File: src/rtl/hazard_io_pkg.sv
// hazard_io: shared types and helpers for the pipeline hazard interface
package hazard_io;

    typedef enum logic [1:0] {RUN, DRAIN, HALTED} hazard_state_t;

    localparam logic [1:0] FWD_RF  = 2'b00;
    localparam logic [1:0] FWD_WB  = 2'b01;
    localparam logic [1:0] FWD_MEM = 2'b10;

    // x0 is hardwired zero, so it never creates a dependency
    function automatic logic reg_hit(input logic [4:0] rd, input logic [4:0] rs);
        return (rd != 5'd0) && (rd == rs);
    endfunction

endpackage

File: src/rtl/hazard_fwd_sel.sv
// hazard_fwd_sel: operand source select for one Execute operand, MEM over WB
module hazard_fwd_sel
    import hazard_io::*;
(
    input  logic [4:0] rs,
    input  logic [4:0] rd_m,
    input  logic [4:0] rd_w,
    input  logic       reg_write_m,
    input  logic       reg_write_w,
    output logic [1:0] fwd
);

    always_comb
        fwd = (reg_write_m && reg_hit(rd_m, rs)) ? FWD_MEM :
              (reg_write_w && reg_hit(rd_w, rs)) ? FWD_WB  : FWD_RF;

endmodule

File: src/rtl/hazard_ctrl.sv
// hazard_ctrl: stall/flush/forward control, debug halt drain FSM and
// bring-up event counters for the 5-stage RV32 pipeline
module hazard_ctrl
    import hazard_io::*;
#(
    parameter int CNT_WIDTH    = 32,
    parameter int DRAIN_CYCLES = 3
) (
    input  logic                 clk,
    input  logic                 reset,
    input  logic [4:0]           Rs1D,
    input  logic [4:0]           Rs2D,
    input  logic [4:0]           Rs1E,
    input  logic [4:0]           Rs2E,
    input  logic [4:0]           RdE,
    input  logic [4:0]           RdM,
    input  logic [4:0]           RdW,
    input  logic                 ResultSrcE_zero,
    input  logic                 RegWriteM,
    input  logic                 RegWriteW,
    input  logic                 PCSrcE,
    input  logic                 halt_req,
    input  logic                 cnt_clr,
    output logic                 StallF,
    output logic                 StallD,
    output logic                 FlushD,
    output logic                 FlushE,
    output logic [1:0]           ForwardAE,
    output logic [1:0]           ForwardBE,
    output logic                 halt_ack,
    output logic [CNT_WIDTH-1:0] stall_cnt,
    output logic [CNT_WIDTH-1:0] flush_cnt
);

    localparam int DW = (DRAIN_CYCLES > 1) ? $clog2(DRAIN_CYCLES) : 1;

    hazard_state_t state, state_next;
    logic [DW-1:0] drain_cnt, drain_next;
    logic          lw_stall;
    logic [1:0]    fwd_a, fwd_b;

    hazard_fwd_sel u_fwd_a (
        .rs          (Rs1E),
        .rd_m        (RdM),
        .rd_w        (RdW),
        .reg_write_m (RegWriteM),
        .reg_write_w (RegWriteW),
        .fwd         (fwd_a)
    );

    hazard_fwd_sel u_fwd_b (
        .rs          (Rs2E),
        .rd_m        (RdM),
        .rd_w        (RdW),
        .reg_write_m (RegWriteM),
        .reg_write_w (RegWriteW),
        .fwd         (fwd_b)
    );

    assign lw_stall = ResultSrcE_zero && (reg_hit(RdE, Rs1D) || reg_hit(RdE, Rs2D));

    always_comb begin
        state_next = state;
        drain_next = drain_cnt;
        StallF     = 1'b0;
        StallD     = 1'b0;
        FlushD     = 1'b0;
        FlushE     = 1'b0;
        halt_ack   = 1'b0;
        ForwardAE  = fwd_a;
        ForwardBE  = fwd_b;
        unique case (state)
            RUN: begin
                StallF = lw_stall;
                StallD = lw_stall;
                FlushD = PCSrcE;
                FlushE = lw_stall || PCSrcE;
                if (halt_req) begin
                    state_next = DRAIN;
                    drain_next = DW'(DRAIN_CYCLES - 1);
                end
            end
            DRAIN: begin
                // a branch resolving mid-drain must still land its target in the PC
                StallF     = !PCSrcE;
                StallD     = 1'b1;
                FlushD     = PCSrcE;
                FlushE     = 1'b1;
                drain_next = drain_cnt - 1'b1;
                if (drain_cnt == '0) state_next = HALTED;
            end
            HALTED: begin
                StallF   = 1'b1;
                StallD   = 1'b1;
                FlushE   = 1'b1;
                halt_ack = 1'b1;
                if (!halt_req) state_next = RUN;
            end
            default: state_next = RUN;
        endcase
        if (reset) begin
            StallF    = 1'b0;
            StallD    = 1'b0;
            FlushD    = 1'b0;
            FlushE    = 1'b0;
            halt_ack  = 1'b0;
            ForwardAE = FWD_RF;
            ForwardBE = FWD_RF;
        end
    end

    always_ff @(posedge clk) begin
        if (reset) begin
            state     <= RUN;
            drain_cnt <= '0;
        end else begin
            state     <= state_next;
            drain_cnt <= drain_next;
        end
    end

    always_ff @(posedge clk) begin
        if (reset || cnt_clr) begin
            stall_cnt <= '0;
            flush_cnt <= '0;
        end else begin
            if (state == RUN && lw_stall) stall_cnt <= stall_cnt + CNT_WIDTH'(1);
            if (PCSrcE) flush_cnt <= flush_cnt + CNT_WIDTH'(1);
        end
    end

endmodule

File: config.mk
export PLATFORM = sky130hd
export DESIGN_NAME = hazard_ctrl
export DESIGN_NICKNAME = d
export VERILOG_FILES = /design/src/rtl/hazard_io_pkg.sv /design/src/rtl/hazard_fwd_sel.sv /design/src/rtl/hazard_ctrl.sv
export SDC_FILE = /design/constraint.sdc
export NUM_CORES = 1
export LEC_CHECK = 0
export CORE_ASPECT_RATIO = 0.6
export CORE_UTILIZATION = 51
export DETAILED_ROUTE_END_ITERATION = 7
export HOLD_SLACK_MARGIN = 0.06
export PLACE_DENSITY_LB_ADDON = 0.3
export RECOVER_POWER = 25
export SLEW_MARGIN = 20
export SYNTH_ARGS = -nofsm -noshare
export SYNTH_HDL_FRONTEND = slang
export SYNTH_HIERARCHICAL = 1
export SYNTH_SLANG_ARGS = --single-unit
File: constraint.sdc
create_clock -name clk -period 4.8 [get_ports clk]
set_clock_uncertainty 0.2 [all_clocks]
set_input_delay 0.72 -clock clk [delete_from_list [all_inputs] [get_ports clk]]
set_output_delay 0.72 -clock clk [all_outputs]
set_load 0.03 [all_outputs]
; Word level (Yosys, flattened, before mapping)
; Index checks and enable logic that the tools add are counted.
[op_classes]
n_addsub = 3
n_mux = 22
eq_ne = 11
n_reduce_logical = 26
[op_table]
columns = op, count
row1 = 32-bit by 1-bit adder with 32-bit output (second input constant), 2
row2 = 5-bit equality test, 6
row3 = 2-bit two-way mux, 8
row4 = 5-bit nonzero test, 3
row5 = 1-bit logical AND, 12
row6 = 1-bit two-way mux, 9
row7 = 2-bit inequality test (second input constant), 3
row8 = 2-bit one-hot mux with 3 select lines, 1
row9 = 2-bit zero test, 2
row10 = 1-bit one-hot mux with 2 select lines, 2
row11 = 2-bit one-hot mux with 2 select lines, 1
row12 = 2-bit OR reduction, 2
row13 = 1-bit logical OR, 3
row14 = 1-bit one-hot mux with 3 select lines, 1
row15 = 3-bit AND reduction, 1
row16 = 2-bit by 1-bit equality test with 1-bit output (second input constant), 1
row17 = 2-bit equality test (second input constant), 1
row18 = 2-bit AND reduction, 1
row19 = 2-bit nonzero test, 1
row20 = 2-bit by 1-bit subtractor with 2-bit output (second input constant), 1
row21 = 1-bit zero test, 1
[word_totals]
inputBits = 43
ff_bits = 68

; Logic depth before layout (Yosys ltp)
; Gate-level depths: netlist of the first run.
[depth]
ltp_word = 7
mapped_depth = 7

; Hierarchy
; The synthesis of the first run kept the hierarchy.
[by_module_without_submodules]
columns = mod, seq_area_each_um2, n_inst, area_each_um2, cells_each
row1 = hazard_ctrl, 1361.3, 1, 3590.9, 427
row2 = hazard_fwd_sel, 0.0, 2, 151.4, 20

; Worst setup path after synthesis of the first run
; No wires, ideal clock.
[synth_timing]
kind = input-to-output
start = input port RdE[2]
end = output port StallD
required_time_ns = 3.880
arrival_time_ns = 2.399
stages = 6
path_buffers = 1
setup_slack_ns = 1.481
cell_sequence = xor2_1 > nor3_1 > a22oi_2 > clkbuf_1 > nand2b_1 > a211oi_1
[synth_via]
elab_chain_cells = 6
[synth_lines]
columns = item, line_no
row1 = from (decl), hazard_ctrl.sv:15  ; input logic [4:0] RdE,
row2 = 5-bit equality test or 5-bit nonzero test (tied branches), hazard_io_pkg.sv:12  ; return (rd != 5'd0) && (rd == rs);
row3 = 1-bit logical AND, hazard_io_pkg.sv:12
row4 = 1-bit logical OR *, hazard_ctrl.sv:60  ; assign lw_stall = ResultSrcE_zero && (reg_hit(RdE, Rs1D) || reg_hit(RdE, Rs2D));
row5 = 1-bit logical AND *, hazard_ctrl.sv:60
row6 = 1-bit one-hot mux with 2 select lines *, hazard_ctrl.sv:72  ; unique case (state)
row7 = 1-bit two-way mux *, hazard_ctrl.sv:101  ; if (reset) begin
row8 = to (decl), hazard_ctrl.sv:25  ; output logic StallD,
; Mark *: on every way between the ends. The rest lies on a longest branch, timed or not.

; Final worst setup path of the first run
[layout_timing]
start = input port RdE[1]
end = output port StallD
; Same word-level chain as after synthesis.

==> run summary, run 1 <==
The flow ran to the end, and the final reports show no timing, DRC or antenna violations. The critical path capture point type is an output port. The filler cell count came out at 605. At the end of routability-driven placement, the weighted congestion stood at roughly 0.86. Each instance of the synthesized netlist takes up on average 8.34 um^2. The largest fanout on the critical path came out at 6.

The max-cap check violation count is 0. The multi-input combinational cells in the finished layout cover a total of 0.00239 mm^2. The final setup TNS came out at 0 ns. The wire-length estimate of the detail-placed layout is 8000 um. The number of global-route vias before repair is between 3000 and 4000. The data required time at the worst endpoint is between 3 and 4 ns. The TritonCTS sink count came out at between 60 and 70. Sorting the synthesized cells by area gives the leading types as sky130_fd_sc_hd__dfxtp_1 (35%), sky130_fd_sc_hd__xor2_1 (6.1%), sky130_fd_sc_hd__xnor2_1 (5.6%). STA classifies the critical path startpoint as a primary input. The number of H-tree levels came out at 3. The share of the yosys chip area belonging to registers came out at 0.350. The distinct cell type count after synthesis came out at between 40 and 50. The library cell occupying the most area in the post-synthesis netlist is sky130_fd_sc_hd__dfxtp_1. The most numerous cell type found on the critical path is sky130_fd_sc_hd__clkdlybuf4s50_1. The clock-pin slew on the worst setup and hold paths came out at approximately 0.06 ns. The worst hold path belongs to the class flop to flop.

The delay of the slowest cell on the worst path is around 0.62 ns. The areal power density over the cells is about 290 mW/mm^2. Across the whole layout, storage elements account for 0.00136 mm^2. In the routed layout, each cell is associated on average with a via count of approximately 6. The floorplan die area is about 0.008 mm^2. The arrival time at the worst endpoint is between 2 and 3 ns.

The post-synthesis cell count is ~470. The post-route fraction of the period consumed by the critical path is 0.809. For this design, the slowest cell found on the critical path is sky130_fd_sc_hd__clkdlybuf4s50_1. For this configuration, the core starts out at a cell density of 0.531. The number of warnings reported in the yosys synthesis log is 6.

Counting flops with an async set or reset pin after synthesis yields a share of 0. The number of max-slew violations in the final report is 0. The first-pass GRT wire length came out at around 18000 um. The number of cells upsized or downsized after cts came out at 0.

The longest clock path from root to sink contains 2 buffers. Buffers added to address setup during post-CTS repair amount to 0. The total congestion overflow after global routing came out at 0. The count of nets after finishing came out at 625. The synthesis-to-finish area growth is 39.1%. The number of enable-type register cells in the synthesized netlist is 0.

The clock buffer count from CTS came out at 9. The peak ir drop on the vdd network came out at around 0.17 mV. The tree is rooted in a sky130_fd_sc_hd__clkbuf_16.

The number of port buffers came out at approximately 120. In the routed design, unresolved DRC markers number 0. The smallest clock period supported by the final layout is computed as 3.88 ns.

Across all layers, the routed design uses ~4000 vias. Setup repair after global routing left no endpoint under its margin. The number of antenna violations at the first check in global routing is 0.

The diode insertion count for antenna repair came out at 0. The number of detailed-route iterations in the first pass came out at 5. Entering global routing, the biggest net connects 64 pins. The initialized floorplan defines 24 standard-cell rows. TritonCTS built the clock tree. The most used flip-flop cell after synthesis is sky130_fd_sc_hd__dfxtp_1.

The highest clock rate is approximately 260 MHz. The fraction of post-synthesis cell area in the top cell type by area came out at 0.350. The total of flip-flops plus latches after synthesis is 68. The transition at the pin with the smallest max-transition slack came out at about 0.61 ns. Hold repair after CTS inserted 0 buffers.

In this run the cell area of the synthesized design comes to slightly below 0.004 mm^2. The area of the placeable core came out at about 0.0073 mm^2. Leaving out fill and tap cells, the most frequent cell in the layout is sky130_fd_sc_hd__clkdlybuf4s50_1.

In the layout the commonest cells are sky130_fd_sc_hd__clkdlybuf4s50_1 (83), sky130_fd_sc_hd__dfxtp_1 (68), sky130_fd_sc_hd__a21oi_1 (38). The leakage power figure is approximately 1.8 nW. The total of endpoints with negative setup slack in the final report is 0. The die outline height came out at between 60 and 70 um. The total nets after synthesis came out at 517. The final number of hold-violating endpoints came out at 0.

The routed wire length per instance came out at 16.3 um. In the global route stage, overall resource usage came out at 0.289. The die outline width is 115 um. Measured against its own limit, the worst slew margin works out to 0.591. The number of I/O pins is around 120. Hold timing on the final database bottoms out at a slack of 0.270 ns. The insertion delay of the later-clocked pin in the worst-skew pair came out at around 0.34 ns. The first-iteration detailed-routing DRC count came out at ~280. The routed wire length is 11200 um.

The worst setup path is of the primary input to output port kind. Walking the worst path, the cells encountered are clkdlybuf4s50_1 > or4_1 > o211a_1 > nand2b_1 > a211oi_1 > clkdlybuf4s50_1. Of the cells placed in the final design, the portion with a size suffix greater than 1 is 0.0552. The number of nets still failing antenna checks after routing came out at 0.
## per-stage QoR
| step | utilization | setup WS [ns] | instances | power, mW | instance area (um^2) |
|---|---|---|---|---|---|
| 2_1_floorplan | - | 1.48 | 467 | 0.803 | 3890 |
| 3_3_place_gp | 0.697 | 0.957 | 667 | 0.908 | 5110 |
| 3_5_place_dp | 0.697 | 0.911 | 667 | 0.918 | 5110 |
| 4_1_cts | 0.737 | 0.894 | 683 | 1.55 | 5400 |
| 5_1_grt | 0.739 | 0.758 | 684 | 1.61 | 5420 |
| 6_report | 0.739 | 0.917 | 684 | 1.55 | 5420 |
## cell families after synthesis
group,Yosys count,share of synthesized area
DFF,68,0.350
muxes,2,0.00514
and+or+nand+nor,206,0.305
xor gates and xnor gates,52,0.117
AOI/OAI and AO/OA,95,0.163
buffers and inverters,37,0.0376
adders and majority gates,7,0.0225
## registers in the layout, summed over array words and instances (netlist names)
signal,cells
state,2
drain_cnt,2
stall_cnt,32
flush_cnt,32
## path summary, 6_finish.rpt
kind / from / to / slack, ns / cells past startpoint
setup / recovery: RdE[1] / StallD / 0.92 / 6
hold / removal: drain_cnt[0] / drain_cnt[0] / 0.27 / 2
setup reg to reg: state[1] / stall_cnt[28] / 2.22 / 6
hold reg to reg: drain_cnt[0] / drain_cnt[0] / 0.27 / 2
## power by group
group          leakage [nW]  internal, mW  switching [mW]
Sequential            0.548         0.580          0.0135
Clock                 0.138         0.391           0.245
Combinational          1.11         0.134           0.186
Total                  1.80          1.11           0.444
## critical path, delay by kind of cell
| family | cells | cell delay, ns |
|---|---|---|
| AO/OA/AOI/OAI | 2 | 0.41 |
| AND/OR/NAND/NOR | 2 | 0.75 |
| buffers and inverters | 2 | 1.09 |
## area by class of cell
type	instances	area share
Timing Repair Buffer	119	0.220
Tap cell	104	0.0240
Inverter	15	0.0104
Sequential cell	68	0.251
Clock buffer	13	0.0499
Multi-Input combinational cell	362	0.440
Clock inverter	3	0.00370
## Yosys cell counts (15+ instances only)
| cell | count |
|---|---|
| sky130_fd_sc_hd__a21oi_1 | 38 |
| sky130_fd_sc_hd__dfxtp_1 | 68 |
| sky130_fd_sc_hd__inv_1 | 15 |
| sky130_fd_sc_hd__nand2_1 | 25 |
| sky130_fd_sc_hd__nand3_1 | 28 |
| sky130_fd_sc_hd__nand4_1 | 19 |
| sky130_fd_sc_hd__nor2_1 | 37 |
| sky130_fd_sc_hd__nor4_1 | 15 |
| sky130_fd_sc_hd__o31ai_1 | 22 |
| sky130_fd_sc_hd__or4_1 | 23 |
| sky130_fd_sc_hd__xnor2_1 | 25 |
| sky130_fd_sc_hd__xor2_1 | 27 |
## layer usage
layer | track usage | up-vias | part of all wire
li1 | - | 1959 | -
met1 | 0.394 | 1905 | 0.46
met2 | 0.440 | 153 | 0.44
met3 | 0.0769 | 19 | 0.079
met4 | 0.0981 | 0 | 0.015
met5 | 0 | - | 0
No activity file was read; power rests on OpenSTA's default activity.
==> inputs of run 2 (changes only) <==
Settings changed: CORE_UTILIZATION 51 to 48.
Clock period 4.8 ns to 3.95 ns, I/O delays scaled along.
==> run 2 against run 1 <==
Register-to-register slack lost 0.89 ns. Cell count grew 0.73%. Critical path depth is the same. Combinational power grew 24%. Via count is essentially flat. Highest routed layer unchanged. Wire length shrank 4.4%. Flip-flop and latch count is the same. Non-clock buffer count grew 1.
==> run summary, run 2 (synthesis results as in run 1) <==
The transition at the pin with the smallest max-transition slack is 1.36 ns (+0.747 ns). The diode insertion count for antenna repair is 0 (unchanged). The delay of the slowest cell on the worst path is 0.63 ns (about the same). The peak ir drop on the vdd network is 0.259 mV (+52%). The die outline width was 118 um (+3.0%). The largest fanout on the critical path came out at 6 (unchanged). The first-pass GRT wire length is 17200 um (-4.7%).

The post-detailed-route via-to-cell ratio was 5.85 (-0.82%). The worst hold path cell count came out at 2 (unchanged). The first-iteration detailed-routing DRC count came out at 449 (+63%). The post-CTS setup buffer count came out at 0 (unchanged).

The number of max-slew violations in the final report came to 0 (unchanged). The largest registers in the layout are flush_cnt (32), stall_cnt (32). The number of port buffers is 115 (unchanged). The time the worst path needs with I/O delays and setup came out at 3.68 ns.

The floorplan die area is 0.00849 mm^2 (+6.1%). The floorplan row count is 25 (+4.2%). Leaving out fill and tap cells, the most frequent cell in the layout is sky130_fd_sc_hd__clkdlybuf4s50_1. The startpoint identified for the worst register-to-register timing path is state[1]. The largest individual stage delay along the critical path comes from the cell sky130_fd_sc_hd__clkdlybuf4s50_1. The arrival time at the worst endpoint came out at 2.88 ns (-0.08 ns). The class of the tightest hold or removal check is flop to flop. The clock buffer count from CTS is 9 (unchanged). The number of H-tree levels is 3 (unchanged). The TritonCTS sink count came out at 68 (unchanged). The count of nets after finishing is 626 (+0.16%). The starting utilization of the core area is 0.496 (-0.0355).

In this run the worst setup path begins at RdE[2]. The reg2reg setup slack is 1.33 ns (-0.89 ns). The clock-pin slew on the worst setup and hold paths is 0.05 ns (about the same). The synthesis-to-finish area growth came to 39.3% (about the same). The source of the worst hold timing path is drain_cnt[0].

The insertion delay of the later-clocked pin in the worst-skew pair is 0.33 ns (about the same). The signal on the critical path passes through clkdlybuf4s50_1 > or4_1 > o211a_1 > nand2b_1 > a211oi_1 > clkdlybuf4s50_1. The relative max-transition margin is 0.0946 (-0.496). The fraction of final layout cells with drive strength greater than 1 is 0.0551 (-0.0000950). The routed wire length came out at 10700 um (-4.4%). The number of global-route vias before repair came out at 3523 (-4.4%). The total congestion overflow after global routing is 0 (unchanged). The final setup TNS came to 0 ns (unchanged). In this run the clock root is driven by a sky130_fd_sc_hd__clkbuf_16.

Setup repair after global routing left no endpoint under its margin. The count of unresolved DRC violations after routing was 0 (unchanged). The number of nets still failing antenna checks after routing is 0 (unchanged). The overall power was 1.93 mW (+24%).

The count of hold-fix buffers inserted at cts came out at 0 (unchanged). The maximum number of pins on one net before global-route repair was 64 (unchanged). The overall track demand over capacity in global routing is 0.255 (-0.0334).

The number of cells traversed by the worst register-to-register path is 6 (unchanged). The detailed-route via count was 4032 (-0.099%). The number of antenna violations at the first check in global routing is 0 (unchanged). The number of I/O pins is 116 (unchanged). Of the available clock period, the critical path in the final layout requires 0.931.

The critical path capture point type is an output port. The number of detailed-route iterations in the first pass was 5 (unchanged). The flow ran to the end, and the final reports show no timing, DRC or antenna violations. The CTS tree is yes. The worst setup path is launched from a primary input. The worst setup path is of the primary input to output port kind. The total of endpoints with negative setup slack in the final report is 0 (unchanged).

The final number of hold-violating endpoints came out at 0 (unchanged). The final weighted congestion of routability-driven global placement is 0.842 (-2.2%). The data required time at the worst endpoint is 3.16 ns (-0.72 ns). The area of the placeable core came out at 0.00785 mm^2 (+7.2%).

The max-cap check violation count came out at 0 (unchanged). The number of cells upsized or downsized after cts is 0 (unchanged). The die outline height came to 71.8 um (+3.0%).

The leakage power figure came out at 1.75 nW (-2.8%). The routed wire length per instance was 15.5 um (-5.0%). The highest clock rate is roughly 270 MHz. By instance count, the cell type seen most on the critical path is sky130_fd_sc_hd__clkdlybuf4s50_1. The worst register-to-register path ends at stall_cnt[25].

The areal power density over the cells came out at 355 mW/mm^2 (+24%). In the layout the commonest cells are sky130_fd_sc_hd__clkdlybuf4s50_1 (98), sky130_fd_sc_hd__dfxtp_1 (68), sky130_fd_sc_hd__a21oi_1 (38). The path with the worst hold slack has its endpoint at drain_cnt[0]. The number of buffers on the longest clock path is 2 (unchanged). The half-perimeter wire length after detailed placement is 7790 um (-2.7%).
-- run 2: cell count changes in the layout (fill, tap and decap cells not counted), sizes merged --
cell           previous run  this run
clkbuf                   13        11
bufinv                    0         1
clkinv                    1         5
dlygate4sd3              32        17
clkdlybuf4s50            83        98
buf                       4         3
clkinvlp                  2         1
-- run 2: worst max path at each step --
stage	end	slack, ns	cells past startpoint
detailed placement	StallF	0.31	6
finish	StallD	0.27	6
global route	StallD	0.15	7
CTS	StallF	0.29	6
global placement	StallF	0.33	6
floorplan	StallD	0.89	6
-- run 2: final cells by class --
| class | count | area [um^2] |
|---|---|---|
| well taps | 108 | 135 |
| clock inverters | 7 | 77.6 |
| clock buffers | 9 | 225 |
| fillers | 622 | 2430 |
| multi-input cells | 362 | 2390 |
| inverters | 15 | 56.3 |
| flip-flops and latches | 68 | 1360 |
| repair buffers | 120 | 1180 |
-- run 2: per-stage QoR --
step	cell area, um^2	setup WS, ns	std cells	utilization	hold WS, ns
after floorplan	3890	0.886	467	-	0.250
after global placement	5130	0.333	673	0.653	0.258
after detailed placement	5130	0.307	673	0.653	0.271
after CTS	5430	0.288	689	0.692	0.279
after global routing	5420	0.152	689	0.691	0.316
final	5420	0.273	689	0.691	0.283
-- run 2: critical path: cells and delay by family --
family,cells,cell delay [ns]
AO/OA/AOI/OAI,2,0.43
AND/OR/NAND/NOR,2,0.76
buffers and inverters,2,1.12
-- run 2: per-layer routing --
layer / vias to the layer above / global-route usage / routed length [um]
met5: - / 0 / 0
met4: 0 / 0.0798 / 148
met3: 16 / 0.0756 / 875
met2: 170 / 0.392 / 4690
met1: 1879 / 0.346 / 4970
li1: 1967 / - / -
-- run 2: power breakdown --
| group | total, mW | switching, mW | internal, mW |
|---|---|---|---|
| Combinational | 0.399 | 0.237 | 0.163 |
| Clock | 0.805 | 0.314 | 0.491 |
| Sequential | 0.722 | 0.0175 | 0.704 |
| Total | 1.93 | 0.568 | 1.36 |
